<file path="config.mk">
export PLATFORM = sky130hd
export DESIGN_NAME = mips_mem_arbiter
export DESIGN_NICKNAME = d
export VERILOG_FILES = /design/src/rtl/mips_bus_pkg.sv /design/src/rtl/mips_mem_arbiter.sv
export SDC_FILE = /design/constraint.sdc
export NUM_CORES = 1
export LEC_CHECK = 0
export ABC_AREA = 1
export BUFFER_PORTS_ARGS = -buffer_cell sky130_fd_sc_hd__buf_2
export CAP_MARGIN = 20
export CORE_ASPECT_RATIO = 0.6
export CORE_MARGIN = 4
export CORE_UTILIZATION = 48
export CTS_CLUSTER_SIZE = 25
export DETAILED_ROUTE_END_ITERATION = 8
export PLACE_DENSITY = 0.84
export SLEW_MARGIN = 25
export SYNTH_ARGS = -nofsm -noshare
export SYNTH_HDL_FRONTEND = slang
export SYNTH_SLANG_ARGS = --single-unit
</file>
<file path="constraint.sdc">
create_clock -name clk -period 3.2 [get_ports clk]
set_input_delay 0.64 -clock clk [delete_from_list [all_inputs] [get_ports clk]]
set_output_delay 0.64 -clock clk [all_outputs]
set_load 0.005 [all_outputs]
</file>
<file path="src/rtl/mips_bus_pkg.sv">
// mips_bus_pkg
// Shared types and constants for the MIPS memory-bus arbiter.
//   arb_state_t : arbiter FSM states (IDLE, FETCH, DATA, RESP)
//   BE_WORD     : full-word byte-enable pattern used by instruction fetch
//   BUS_AW      : bus address width
package mips_bus_pkg;

  typedef enum logic [1:0] {
    IDLE  = 2'd0,
    FETCH = 2'd1,
    DATA  = 2'd2,
    RESP  = 2'd3
  } arb_state_t;

  localparam logic [3:0] BE_WORD = 4'b1111;
  localparam int         BUS_AW  = 32;

endpackage

</file>
<file path="src/rtl/mips_mem_arbiter.sv">
// mips_mem_arbiter
// Shares one Avalon-style memory master between the instruction-fetch and
// the data load/store requesters. Each transaction runs grant -> transfer ->
// one-cycle response, and a saturating starvation counter bounds how many
// data grants may overtake a pending fetch.
//
// Ports
//   clk, reset             : clock, synchronous active-low reset
//   i_req, i_addr          : fetch request / byte address
//   i_done, i_rdata        : fetch completion pulse / fetched word (held)
//   d_req, d_write, d_addr : data request, store flag, byte address
//   d_wdata, d_byteenable  : store data / byte lanes
//   d_done, d_rdata        : data completion pulse / load word (held)
//   address, read, write   : bus address (word aligned) and strobes
//   byteenable, writedata  : bus byte lanes and write data
//   readdata, waitrequest  : bus read data and stall
//   busy                   : arbiter not in IDLE
import mips_bus_pkg::*;

module mips_mem_arbiter #(
  parameter int unsigned STARVE_MAX = 4
) (
  input  logic                clk,
  input  logic                reset,
  input  logic                i_req,
  input  logic [BUS_AW-1:0]   i_addr,
  output logic                i_done,
  output logic [31:0]         i_rdata,
  input  logic                d_req,
  input  logic                d_write,
  input  logic [BUS_AW-1:0]   d_addr,
  input  logic [31:0]         d_wdata,
  input  logic [3:0]          d_byteenable,
  output logic                d_done,
  output logic [31:0]         d_rdata,
  output logic [BUS_AW-1:0]   address,
  output logic                read,
  output logic                write,
  output logic [3:0]          byteenable,
  output logic [31:0]         writedata,
  input  logic [31:0]         readdata,
  input  logic                waitrequest,
  output logic                busy
);

  // Counter is at least one bit wide so STARVE_MAX=0 still elaborates.
  localparam int unsigned     SW         = (STARVE_MAX < 1) ? 1 : $clog2(STARVE_MAX + 1);
  localparam logic [SW-1:0]   STARVE_LIM = SW'(STARVE_MAX);

  arb_state_t          state_q, state_d;
  logic                src_data_q, src_data_d;   // 1 = last transfer was data
  logic [BUS_AW-1:0]   addr_q, addr_d;
  logic                wr_q, wr_d;
  logic [31:0]         wdata_q, wdata_d;
  logic [3:0]          be_q, be_d;
  logic [31:0]         i_rdata_q, i_rdata_d;
  logic [31:0]         d_rdata_q, d_rdata_d;
  logic [SW-1:0]       starve_q, starve_d;

  // Byte-offset bits are architecturally ignored.
  logic unused_addr_lsbs;
  assign unused_addr_lsbs = ^{i_addr[1:0], d_addr[1:0]};

  always_comb begin
    state_d    = state_q;
    src_data_d = src_data_q;
    addr_d     = addr_q;
    wr_d       = wr_q;
    wdata_d    = wdata_q;
    be_d       = be_q;
    i_rdata_d  = i_rdata_q;
    d_rdata_d  = d_rdata_q;
    starve_d   = starve_q;

    case (state_q)
      IDLE: begin
        // Data wins unless fetch is pending and data has already overtaken
        // it STARVE_MAX times in a row.
        if (d_req && (!i_req || (starve_q < STARVE_LIM))) begin
          state_d = DATA;
          addr_d  = {d_addr[BUS_AW-1:2], 2'b00};
          wr_d    = d_write;
          wdata_d = d_wdata;
          be_d    = d_byteenable;
          if (i_req) begin
            // starve_q < STARVE_LIM here, so the increment saturates naturally.
            starve_d = starve_q + SW'(1);
          end
        end else if (i_req) begin
          state_d  = FETCH;
          addr_d   = {i_addr[BUS_AW-1:2], 2'b00};
          starve_d = '0;
        end
      end
      FETCH: begin
        if (!waitrequest) begin
          i_rdata_d  = readdata;
          src_data_d = 1'b0;
          state_d    = RESP;
        end
      end
      DATA: begin
        if (!waitrequest) begin
          if (!wr_q) begin
            d_rdata_d = readdata;
          end
          src_data_d = 1'b1;
          state_d    = RESP;
        end
      end
      RESP: begin
        state_d = IDLE;
      end
      default: begin
        state_d = IDLE;
      end
    endcase
  end

  always_ff @(posedge clk) begin
    if (!reset) begin
      state_q    <= IDLE;
      src_data_q <= 1'b0;
      addr_q     <= '0;
      wr_q       <= 1'b0;
      wdata_q    <= '0;
      be_q       <= '0;
      i_rdata_q  <= '0;
      d_rdata_q  <= '0;
      starve_q   <= '0;
    end else begin
      state_q    <= state_d;
      src_data_q <= src_data_d;
      addr_q     <= addr_d;
      wr_q       <= wr_d;
      wdata_q    <= wdata_d;
      be_q       <= be_d;
      i_rdata_q  <= i_rdata_d;
      d_rdata_q  <= d_rdata_d;
      starve_q   <= starve_d;
    end
  end

  // All outputs decode registered state only.
  assign read       = (state_q == FETCH) || ((state_q == DATA) && !wr_q);
  assign write      = (state_q == DATA) && wr_q;
  assign byteenable = (state_q == FETCH) ? BE_WORD :
                      (state_q == DATA)  ? be_q    : 4'b0000;
  assign address    = addr_q;
  assign writedata  = wdata_q;
  assign i_done     = (state_q == RESP) && !src_data_q;
  assign d_done     = (state_q == RESP) && src_data_q;
  assign i_rdata    = i_rdata_q;
  assign d_rdata    = d_rdata_q;
  assign busy       = (state_q != IDLE);

endmodule

</file>
==> metrics <==
cts bufs inserted=17; setup TNS=0 ps; P&R area growth vs syn=34.8%; Ys Warns=0; CP arrival=1570 ps; DP HPWL=about 11000 um; Yosys top cell by area=dfxtp_1; Post-synth EDFFs=0; #FFs+latches synth=~140; status=finished clean; skew final=10.4 ps; initial drt markers=~200; ys async rst share=0%; drt wl/cell=13.6 um; Setup crit start kind=register; core area=~11000 um2; I/O pin count=275; gr ovfl total=0; RSZ-0062 raised after global routing=false; hold_buf cts=0; Synth top area share=approximately 51%; Chip Height=between 90 and 100 um; Post-route DRC=0; Worst Path Max Fanout=5; total track usage=between 20 and 25%; total number of vias=between 5000 and 6000; die area=roughly 13000 um2; antenna violations before repair=0; Min Clock Period, post-route=~2200 ps; port bufs=268; Pwr Total=5.60 mW; total wire length=approximately 16000 um; post-CTS setup buffer count=0; H-tree levels=4; CTS sink cnt=137; final net count=between 1000 and 1500; Pins Over Slew Limit=0; register area share after synthesis=50.8%; worst endpoint required time=approximately 2600 ps; row cnt=29; clock latency on the worst-skew pair=around 400 ps; Post-Syn Instances=~740; element type at the critical path end=primary output; Worst Tran Pin Value=~930 ps; drt pass-1 iters=4; final setup fails=0; Max Cap Viol=0; final hold viol count=0; first-pass GRT wire length=approximately 24000 um; Ant. Diodes=0; Slew Limit Headroom=between 30% and 40%; Avg Inst Size Synth=approximately 7.3 um2; layout cell share with drive strength beyond 1=~31%; Post-synth top cells=266 x nor2_1, 137 x dfxtp_1, 118 x nand2_1; P_leak=3.86 nW; Clock Tree Root=clkbuf_16; RD Place Congestion=0.783; most common cell in the netlist=nor2_1; DIE WIDTH=between 100 and 150 um; vias in the first global route=5035; final core utilization=between 60% and 70%; Synth cell types=21; post_cts resized=0; CP Class=register to primary output; Max Fclk=about 0.45 GHz; synthesized cell area=5400 um2; fin crit share=69.0%; maximum VDD drop=about 470 uV; DRT antenna net count=0; vias per cell=between 4 and 5; pwr/cell area=slightly below 800 nW/um2; TritonCTS clock tree=yes; initial core utilization=about half; clk buf depth=2; largest net degree at the start of global routing=95; hold crit path type=input pin to register; top cells by area, synth=dfxtp_1 51%, nor2_1 19%, o21ai_0 11%; Worst-path clk slew=60 ps; Synth Flop Type=dfxtp_1
==> state kept, by name (all words and copies together) (netlist names) <==
| signal | count |
|---|---|
| i_rdata | 32 |
| d_rdata | 32 |
| starve_q | 3 |
| address | 30 |
| wr_q | 1 |
| src_data_q | 1 |
| state_q | 2 |
| writedata | 32 |
| be_q | 4 |
==> placed cells by master (no fill, tap or decap), types with 3 or more instances in the layout <==
cell,n
o21ai_1,19
inv_2,4
clkinvlp_4,3
a21oi_1,5
ha_1,8
clkinv_4,3
nor2_1,266
buf_4,5
inv_1,12
clkbuf_16,17
o21ai_0,114
nand3_1,3
inv_6,5
buf_2,267
dfxtp_1,137
nand2_1,118
==> per-layer routing <==
layer	share of wire (%)	track usage [%]	wire [um]
met1	43	27.9	6730
met5	0	0	0
met2	47	37.3	7300
met3	8.5	7.00	1320
met4	1.2	7.61	194
==> area by class of cell <==
cell class	count	area, um2
repair buffers	273	1390
flip-flops and latches	137	2740
inverters	18	67.6
multi-input cells	542	2330
well taps	139	174
clock buffers	18	429
clock inverters	14	139
fillers	972	3500
==> logic make-up after synthesis <==
group / Yosys count / share of synthesized area [%]
compound gates: 138 / 12.8
xor+xnor: 2 / 0.325
fa+ha+maj: 8 / 1.86
buf+inv: 65 / 6.17
flops: 137 / 50.8
other cells: 1 / 0.0695
simple gates: 392 / 27.9
==> final timing paths <==
check,startpoint,slack (ps),depth (start not counted),to
worst min-delay path,d_wdata[18],460,3,writedata[18]$_SDFFE_PN0P_
worst max register to register,state_q[0]$_SDFFE_PN0P_,1030,7,d_rdata[6]$_SDFFE_PN0P_
worst min register to register,i_rdata[21]$_SDFFE_PN0P_,480,2,i_rdata[21]$_SDFFE_PN0P_
worst max-delay path,state_q[1]$_SDFFE_PN0P_,990,5,read
==> per-stage QoR <==
step	cells	cell area, um2	setup WS, ps	hold WS [ps]
after floorplan	744	5400	1670	449
after global placement	1109	6700	903	458
after detailed placement	1109	6700	777	468
after CTS	1141	7270	784	445
after global routing	1141	7270	786	457
final	1141	7270	991	464
==> power by group <==
group | leakage [nW] | internal [mW] | switching (mW)
logic | 2.47 | 0.600 | 0.890
clock network | 0.270 | 1.09 | 0.779
registers | 1.13 | 2.07 | 0.179
total | 3.86 | 3.76 | 1.85
==> critical path, stage by stage, from the launching register on <==
cell	delay, ps
dfxtp_1	410
inv_1	120
ha_1	210
inv_1	180
o21ai_0	110
buf_2	140
(Power assumes the default switching activity.)
